<file path="src/rtl/loader_pkg.sv">
// Shared types and constants for the UART program loader.
// Holds the loader state encoding, the frame sync byte and the bit-period helper.
package loader_pkg;

  typedef enum logic [2:0] {
    IDLE,
    CNT_LO,
    CNT_HI,
    DATA,
    CSUM,
    DONE,
    ERR
  } state_t;

  localparam logic [7:0] SYNC_BYTE = 8'hA5;

  // Bit period in core clock cycles, truncated.
  function automatic int calc_div(input int clk_hz, input int baud);
    return clk_hz / baud;
  endfunction

endpackage

</file>
<file path="src/rtl/uart_rx_byte.sv">
// 8N1 UART byte receiver: 2-flop synchronizer, mid-bit sampling timer, LSB-first shifter.
// Emits a one-cycle byte_valid or frame_err pulse one cycle after the stop-bit sample.
module uart_rx_byte #(
  parameter int DIV = 434
) (
  input  logic       clk,
  input  logic       rst,
  input  logic       rx,
  output logic [7:0] rx_data,
  output logic       byte_valid,
  output logic       frame_err
);

  typedef enum logic [1:0] {RX_IDLE, RX_START, RX_DATA, RX_STOP} rx_state_t;

  localparam int CW = $clog2(DIV + 1);
  localparam logic [CW-1:0] HALF = CW'(DIV / 2);
  localparam logic [CW-1:0] FULL = CW'(DIV - 1);

  rx_state_t     rx_state;
  logic          rx_s1, rx_s2, rx_s3;
  logic [CW-1:0] cnt;
  logic [2:0]    bit_idx;

  // NOTE: every register here uses non-blocking assignment so all flops update
  // from pre-edge values, exactly like the hardware they describe.
  always_ff @(posedge clk or negedge rst) begin
    if (!rst) begin
      rx_state   <= RX_IDLE;
      rx_s1      <= 1'b1;
      rx_s2      <= 1'b1;
      rx_s3      <= 1'b1;
      cnt        <= '0;
      bit_idx    <= '0;
      rx_data    <= '0;
      byte_valid <= 1'b0;
      frame_err  <= 1'b0;
    end else begin
      rx_s1      <= rx;
      rx_s2      <= rx_s1;
      rx_s3      <= rx_s2;
      byte_valid <= 1'b0;
      frame_err  <= 1'b0;
      case (rx_state)
        RX_IDLE: begin
          cnt <= '0;
          if (rx_s3 && !rx_s2) rx_state <= RX_START;
        end
        RX_START: begin
          // A start bit that is high again at mid-bit was a glitch.
          if (cnt == HALF) begin
            cnt      <= '0;
            bit_idx  <= '0;
            rx_state <= rx_s2 ? RX_IDLE : RX_DATA;
          end else begin
            cnt <= cnt + 1'b1;
          end
        end
        RX_DATA: begin
          if (cnt == FULL) begin
            cnt     <= '0;
            rx_data <= {rx_s2, rx_data[7:1]};
            bit_idx <= bit_idx + 3'd1;
            if (bit_idx == 3'd7) rx_state <= RX_STOP;
          end else begin
            cnt <= cnt + 1'b1;
          end
        end
        RX_STOP: begin
          if (cnt == FULL) begin
            cnt        <= '0;
            rx_state   <= RX_IDLE;
            byte_valid <= rx_s2;
            frame_err  <= !rx_s2;
          end else begin
            cnt <= cnt + 1'b1;
          end
        end
        default: rx_state <= RX_IDLE;
      endcase
    end
  end

endmodule

</file>
<file path="src/rtl/uart_prog_loader.sv">
// Boot loader: receives a framed program over UART, writes 32-bit words to instruction
// memory and releases the CPU only after the frame checksum verifies.
module uart_prog_loader
  import loader_pkg::*;
#(
  parameter int CLK_HZ      = 50_000_000,
  parameter int BAUD        = 115200,
  parameter int ADDR_W      = 10,
  parameter int TIMEOUT_CYC = 16 * calc_div(CLK_HZ, BAUD) * 10
) (
  input  logic              clk,
  input  logic              rst,
  input  logic              rx,
  output logic              cpu_hold,
  output logic              imem_we,
  output logic [ADDR_W-1:0] imem_addr,
  output logic [31:0]       imem_wdata,
  output logic              busy,
  output logic              done,
  output logic              err
);

  localparam int DIV = calc_div(CLK_HZ, BAUD);
  localparam int TW  = $clog2(TIMEOUT_CYC + 1);
  localparam logic [16:0] MAX_WORDS = 17'(1 << ADDR_W);

  logic [7:0]    rx_data;
  logic          byte_valid;
  logic          frame_err;

  state_t        state;
  logic [7:0]    cnt_lo;
  logic [15:0]   words_left;
  logic [1:0]    lane;
  logic [23:0]   word_buf;
  logic [7:0]    csum;
  logic [TW-1:0] idle_cnt;
  logic [15:0]   count_n;
  logic          timeout_hit;

  uart_rx_byte #(.DIV(DIV)) u_rx (
    .clk        (clk),
    .rst        (rst),
    .rx         (rx),
    .rx_data    (rx_data),
    .byte_valid (byte_valid),
    .frame_err  (frame_err)
  );

  assign count_n     = {rx_data, cnt_lo};
  assign timeout_hit = busy && (idle_cnt == TW'(TIMEOUT_CYC - 1));

  always_ff @(posedge clk or negedge rst) begin
    if (!rst) begin
      state      <= IDLE;
      cpu_hold   <= 1'b1;
      imem_we    <= 1'b0;
      imem_addr  <= '0;
      imem_wdata <= '0;
      busy       <= 1'b0;
      done       <= 1'b0;
      err        <= 1'b0;
      cnt_lo     <= '0;
      words_left <= '0;
      lane       <= '0;
      word_buf   <= '0;
      csum       <= '0;
      idle_cnt   <= '0;
    end else begin
      imem_we  <= 1'b0;
      idle_cnt <= (!busy || byte_valid) ? '0 : idle_cnt + 1'b1;
      // Address moves on the cycle after the write pulse so it is stable during it.
      if (imem_we) imem_addr <= imem_addr + 1'b1;

      if (busy && (frame_err || (timeout_hit && !byte_valid))) begin
        state <= ERR;
        err   <= 1'b1;
        busy  <= 1'b0;
      end else if (byte_valid) begin
        case (state)
          IDLE, DONE, ERR: begin
            if (rx_data == SYNC_BYTE) begin
              state     <= CNT_LO;
              busy      <= 1'b1;
              cpu_hold  <= 1'b1;
              done      <= 1'b0;
              err       <= 1'b0;
              imem_addr <= '0;
              csum      <= '0;
              lane      <= '0;
            end
          end
          CNT_LO: begin
            cnt_lo <= rx_data;
            state  <= CNT_HI;
          end
          CNT_HI: begin
            if (count_n == 16'd0) begin
              state <= CSUM;
            end else if ({1'b0, count_n} > MAX_WORDS) begin
              state <= ERR;
              err   <= 1'b1;
              busy  <= 1'b0;
            end else begin
              words_left <= count_n;
              state      <= DATA;
            end
          end
          DATA: begin
            csum     <= csum ^ rx_data;
            lane     <= lane + 2'd1;
            word_buf <= {rx_data, word_buf[23:8]};
            if (lane == 2'd3) begin
              imem_we    <= 1'b1;
              imem_wdata <= {rx_data, word_buf};
              words_left <= words_left - 16'd1;
              if (words_left == 16'd1) state <= CSUM;
            end
          end
          CSUM: begin
            busy <= 1'b0;
            if (rx_data == csum) begin
              state    <= DONE;
              done     <= 1'b1;
              cpu_hold <= 1'b0;
            end else begin
              state <= ERR;
              err   <= 1'b1;
            end
          end
          default: state <= IDLE;
        endcase
      end
    end
  end

endmodule
</file>
<file path="config.mk">
export PLATFORM = sky130hd
export DESIGN_NAME = uart_prog_loader
export DESIGN_NICKNAME = d
export VERILOG_FILES = /design/src/rtl/loader_pkg.sv /design/src/rtl/uart_rx_byte.sv /design/src/rtl/uart_prog_loader.sv
export SDC_FILE = /design/constraint.sdc
export NUM_CORES = 1
export LEC_CHECK = 0
export ABC_CLOCK_PERIOD_IN_PS = 7800
export BUFFER_PORTS_ARGS = -buffer_cell sky130_fd_sc_hd__buf_2
export CORE_MARGIN = 1
export CORE_UTILIZATION = 40
export DETAILED_ROUTE_END_ITERATION = 10
export GPL_ROUTABILITY_DRIVEN = 0
export SYNTH_ARGS = -nofsm -noshare
export SYNTH_HDL_FRONTEND = slang
export SYNTH_SLANG_ARGS = --single-unit
</file>
<file path="constraint.sdc">
create_clock -name clk -period 7.8 [get_ports clk]
set_clock_uncertainty 0.15 [all_clocks]
set_input_delay 0 -clock clk [delete_from_list [all_inputs] [get_ports clk]]
set_output_delay 0 -clock clk [all_outputs]
set_load 0.005 [all_outputs]
</file>
==> impl_metrics.env, run 1 <==
export IMPL_path_clk_slew_ns=0.06
export IMPL_startpoint_type="register"
export IMPL_worst_ep_arrival_time_ns=4.23
export IMPL_worstMarginPinSlew_ns=1.022
export IMPL_synth_most_common_cell="dfrtp_1"
export IMPL_clock_root_buffer="clkbuf_16"
export IMPL_layout_nets=753
export IMPL_cts_sinks=152
export IMPL_routedWlPerCell_um=14.53
export IMPL_dp_final_hpwl_um=9239
export IMPL_fin_area_sq_um=8039
export IMPL_hold_ws_ns=-0.01109
export IMPL_yosys_warnings=0
export IMPL_gr_usage_all_layers=0.1715
export IMPL_rr_worst_depth=7
export IMPL_die_area_sq_um=17920
export IMPL_status="finished, violations left"
export IMPL_cts_max_level=4
export IMPL_cts_made_buffers=17
export IMPL_grt_max_degree=83
export IMPL_timing_max_cap_violations=0
export IMPL_synth_common_cells="148 x dfrtp_1, 134 x nand2_1, 64 x nor2_1"
export IMPL_port_buffer_count=49
export IMPL_vias=5048
export IMPL_overflow=0
export IMPL_yosysSeqAreaShare=0.5476
export IMPL_synth_top_area_frac=0.5325
export IMPL_multiInputGateArea_sq_um=2965
export IMPL_max_freq_ghz=0.2491
export IMPL_core_sq_um=16760
export IMPL_die_h_um=133.9
export IMPL_drtIter0Drc=275
export IMPL_placed_cell_area_sq_um=7380
export IMPL_setup_viol=0
export IMPL_cts_buffer_depth=2
export IMPL_syn_area_sq_um=6955
export IMPL_grt_pass1_wl_um=24290
export IMPL_power_density_nw_per_um2=220.0
export IMPL_ff_latch_area_sq_um=3809
export IMPL_final_min_clock_period_ns=4.015
export IMPL_syn_to_final_growth_pct=15.58
export IMPL_avgSynthCellArea_sq_um=9.951
export IMPL_mappedNetlistNets=712
export IMPL_drv_slew=0
export IMPL_fp_row_count=47
export IMPL_final_util=0.4797
export IMPL_min_path_type="in2async"
export IMPL_synth_main_ff_cell="dfrtp_1"
export IMPL_firstDrtPassIters=5
export IMPL_r2r_start="state[0]"
export IMPL_die_w_um=133.9
export IMPL_relSlewSlack=0.3183
export IMPL_fillCellCount=1518
export IMPL_async_flop_share=1.000
export IMPL_diodes=0
export IMPL_ys_seq_elements=152
export IMPL_grt_antenna_before_repair=0
export IMPL_p_total_mw=1.769
export IMPL_fin_tns_setup_ns=0
export IMPL_crit_start="state[0]"
export IMPL_synthTopCellsByArea="dfrtp_1 53%, nand2_1 7.2%, mux2_2 6.5%"
export IMPL_synth_distinct_cells=53
export IMPL_finalWirelength_um=14140
export IMPL_leakagePower_nw=4.020
export IMPL_ios=50
export IMPL_vias_per_cell=5.188
export IMPL_cts_tree="yes"
export IMPL_drt_antenna_violating_nets=0
export IMPL_worst_setup_path_end_kind="register"
export IMPL_hold_viol_final=6
export IMPL_post_route_drc_count=0
export IMPL_synth_top_cell_by_area="dfrtp_1"
export IMPL_grt_pass1_vias=4979
export IMPL_crit_fanout=36
export IMPL_period_share=0.5147
export IMPL_ir_worst_vdd_mv=0.1454
export IMPL_violations="negative hold slack"
export IMPL_synth_edff_count=0
export IMPL_grt_setup_unrepaired="no"
export IMPL_worstSetupPathType="reg2reg"
export IMPL_start_util=0.4150
export IMPL_clock_latency_ns=0.42
export IMPL_drive_above_1_share=0.1766
export IMPL_post_cts_buffers=0
export IMPL_crit_required_ns=8.01
export IMPL_synthCells=699
==> registers in the layout, indices dropped and copies added, names as in the netlist, 2 cells and up, named ones only <==
name / cells
u_rx.rx_data: 8
state: 3
imem_addr: 10
csum: 8
imem_wdata: 32
lane: 2
cnt_lo: 8
u_rx.cnt: 9
word_buf: 24
words_left: 16
idle_cnt: 17
u_rx.bit_idx: 3
==> layer usage <==
metal	vias to the layer above	GRT usage	wire length (um)
li1	2480	-	-
met1	2482	0.2267	6692
met2	73	0.2807	6821
met3	13	0.03968	484
met4	0	0.04987	140
met5	-	0	0
==> path summary, 6_finish.rpt <==
check                           slack (ns)        endpoint
worst max register to register        3.79  words_left[13]
worst max-delay path                  3.79  words_left[13]
worst min register to register        0.21      u_rx.rx_s2
max in group asynchronous             6.04    word_buf[15]
worst min-delay path                 -0.01     u_rx.cnt[1]
min in group clk                      0.07      u_rx.rx_s1
==> where the power goes <==
part           total [mW]  internal, mW  switching (mW)
registers           0.830         0.808          0.0221
clock network       0.883         0.544           0.338
logic              0.0561        0.0226          0.0335
==> repair_timing <==
action                                 4_1_cts  5_1_grt
endpoints found under the hold margin       71        0
hold buffers                                 2        0
gates resized for setup                      0        0
==> cells by family after synthesis <==
| group | Yosys count | synth area share |
|---|---|---|
| AND/OR/NAND/NOR | 304 | 0.2020 |
| flip-flops | 152 | 0.5476 |
| AO/OA/AOI/OAI | 101 | 0.08419 |
| buffers and inverters | 48 | 0.02608 |
| multiplexers | 45 | 0.07196 |
| XOR/XNOR | 39 | 0.04911 |
| adder cells (fa/ha/maj) | 10 | 0.01907 |
==> critical path, stage by stage (launching register included) <==
cell      delay (ns)
dfrtp_1         0.63
nor2b_1         0.31
and2_1          0.85
nand3_2         0.76
clkinv_1        0.83
o21ai_0         0.20
nand2_1         0.11
a22o_1          0.12
==> placed cells by master, fill, tap and decap left out, types with 3 or more instances in the layout <==
master	Yosys	layout
inv_6	0	4
o21ai_0	43	43
a21oi_1	26	26
o31ai_1	3	3
nor3_1	10	10
nor4_1	13	13
mux2i_1	5	5
and2_1	4	4
and3_1	8	8
o211ai_1	3	3
or4_1	3	3
nand4_1	10	10
nor2b_1	4	4
dfrtp_1	148	148
buf_2	1	48
nor3b_1	3	3
inv_1	16	16
mux2_2	40	40
o22ai_1	6	6
bufinv_16	0	4
xor2_1	26	26
clkbuf_16	0	17
dfstp_2	4	4
nand3_1	20	20
nand2b_1	16	16
nand2_1	134	134
nor2_1	64	64
xnor2_1	13	13
ha_1	9	9
or3_1	4	4
inv_8	0	3
a31oi_1	4	4
==> per-stage QoR <==
stage,worst slack (ns),std cells
2_1_floorplan,5.332,699
3_3_place_gp,3.917,939
3_5_place_dp,3.768,939
4_1_cts,3.791,973
5_1_grt,3.344,973
6_report,3.785,973
==> layout make-up <==
cell class | count | share of cell area
inverter | 17 | 0.007938
tap | 220 | 0.03424
clock inverter | 15 | 0.02661
multi-input combinational | 499 | 0.3689
sequential | 152 | 0.4738
clock buffer | 17 | 0.05292
timing repair buffer | 53 | 0.03564
Power figures use the tool's default switching activity.
==> run 2: changes to the inputs <==
- ABC_CLOCK_PERIOD_IN_PS: 7800 -> 4200
- clock period: 7.8 -> 4.2 ns (I/O delays scaled with it)
==> impl_metrics.env, run 2 (synthesis results as in run 1) <==
export IMPL_status="completed"
export IMPL_firstDrtPassIters=4
export IMPL_worstMarginPinSlew_ns=1.067
export IMPL_drv_slew=0
export IMPL_syn_to_final_growth_pct=14.50
export IMPL_cts_buffer_depth=2
export IMPL_cts_sinks=152
export IMPL_cts_hold_buffers=2
export IMPL_cts_tree="yes"
export IMPL_gr_usage_all_layers=0.1761
export IMPL_final_common_cell="dfrtp_1"
export IMPL_diodes=0
export IMPL_grt_pass1_wl_um=24830
export IMPL_overflow=0
export IMPL_dp_final_hpwl_um=9602
export IMPL_min_path_type="in2reg"
export IMPL_drive_above_1_share=0.1766
export IMPL_relSlewSlack=0.2867
export IMPL_drtIter0Drc=403
export IMPL_die_h_um=133.9
export IMPL_fin_tns_setup_ns=0
export IMPL_leakagePower_nw=3.985
export IMPL_r2r_start="u_rx.rx_data[1]"
export IMPL_worst_ep_arrival_time_ns=3.04
export IMPL_layout_common_cells="148 x dfrtp_1, 134 x nand2_1, 64 x nor2_1"
export IMPL_ff_latch_area_sq_um=3809
export IMPL_p_total_mw=3.060
export IMPL_vias=5110
export IMPL_final_cells=973
export IMPL_core_sq_um=16760
export IMPL_largest_reg_flops=32
export IMPL_power_frac_comb=0.034
export IMPL_min_to="u_rx.rx_s1"
export IMPL_worstHoldStart="rx"
export IMPL_max_freq_ghz=0.3520
export IMPL_grt_antenna_before_repair=0
export IMPL_worst_setup_path_end_kind="register"
export IMPL_period_share=0.6765
export IMPL_worstSetupPathType="reg2reg"
export IMPL_port_buffer_count=49
export IMPL_post_route_drc_count=0
export IMPL_grt_max_degree=114
export IMPL_routedWlPerCell_um=14.84
export IMPL_top_register="imem_wdata"
export IMPL_startpoint_type="register"
export IMPL_die_w_um=133.9
export IMPL_die_area_sq_um=17920
export IMPL_cts_made_buffers=17
export IMPL_r2r_slack_ns=1.36
export IMPL_setup_viol=0
export IMPL_p_sw_frac=0.2277
export IMPL_rr_worst_depth=6
export IMPL_crit_fanout=20
export IMPL_finalWirelength_um=14440
export IMPL_grt_pass1_vias=5053
export IMPL_post_cts_buffers=0
export IMPL_clock_latency_ns=0.42
export IMPL_p_int_mw=2.363
export IMPL_final_min_clock_period_ns=2.841
export IMPL_min_path_cells=2
export IMPL_crit_required_ns=4.40
export IMPL_fp_row_count=47
export IMPL_clock_root_buffer="clkbuf_16"
export IMPL_pre_cts_ws_ns=1.381
export IMPL_reg_top3="imem_wdata (32), word_buf (24), idle_cnt (17)"
export IMPL_dp_cells=942
export IMPL_hold_ws_ns=0.06364
export IMPL_power_density_nw_per_um2=384.2
export IMPL_r2r_end="words_left[12]"
export IMPL_layout_nets=756
export IMPL_timing_max_cap_violations=0
export IMPL_cts_resized=0
export IMPL_crit_start="u_rx.rx_data[1]"
export IMPL_clock_power_share=0.462
export IMPL_ios=50
export IMPL_hold_viol_final=0
export IMPL_start_util=0.4150
export IMPL_multiInputGateArea_sq_um=2965
export IMPL_cts_max_level=4
export IMPL_grt_setup_unrepaired="no"
export IMPL_seq_power_share=0.505
export IMPL_worst_slack_ns=1.359
export IMPL_drt_antenna_violating_nets=0
export IMPL_ir_worst_vdd_mv=0.2917
export IMPL_path_clk_slew_ns=0.06
export IMPL_switching_power_mw=0.6966
export IMPL_fillCellCount=1579
export IMPL_vias_per_cell=5.252
[run 2: cell count changes in the layout (fill, tap and decap cells not counted)]
cell | before | now
clkbuf_8 | 0 | 1
clkinv_2 | 2 | 3
inv_8 | 3 | 0
buf_4 | 2 | 5
inv_6 | 4 | 2
bufinv_16 | 4 | 1
clkinv_4 | 0 | 2
clkinvlp_4 | 2 | 3
[run 2: critical path, stage by stage (launching register included)]
cell and delay [ns]:
dfrtp_1 0.54, nor4_1 0.46, nand3_1 0.19, mux2i_1 0.40, o21a_1 0.60, o221ai_1 0.24, o21ai_0 0.18
[run 2: worst max-delay path by stage]
stage	end	slack, ns	cells after the start
floorplan	words_left[15]	1.73	6
global route	csum[1]	1.03	6
detailed placement	words_left[12]	1.38	6
finish	words_left[12]	1.36	6
global placement	csum[5]	1.48	7
CTS	words_left[12]	1.37	6
[run 2: cell type report]
cell class | instances | area share
clock buffers | 18 | 0.05515
flip-flops and latches | 152 | 0.4782
repair buffers | 56 | 0.03881
multi-input cells | 499 | 0.3723
well taps | 220 | 0.03456
clock inverters | 11 | 0.01288
inverters | 17 | 0.008013
[run 2: layer usage]
layer / global-route usage / share of wire
met1: 0.2283 / 0.46
met2: 0.2876 / 0.49
met3: 0.04384 / 0.038
met4: 0.05934 / 0.010
met5: 0 / 0
[run 2: per-stage QoR]
step / instance area [sq um] / util
after floorplan: 6955 / -
after global placement: 7402 / 0.4417
after detailed placement: 7402 / 0.4417
after CTS: 7964 / 0.4752
after global routing: 7964 / 0.4752
final: 7964 / 0.4752
[run 2: power by group through the flow]
stage / Clock, mW / Sequential [mW] / Combinational, mW
2_1_floorplan: 0 / 1.56 / 0.0648
3_3_place_gp: 0 / 1.57 / 0.103
3_5_place_dp: 0 / 1.57 / 0.107
4_1_cts: 1.45 / 1.54 / 0.108
5_1_grt: 1.51 / 1.55 / 0.124
6_report: 1.41 / 1.54 / 0.103
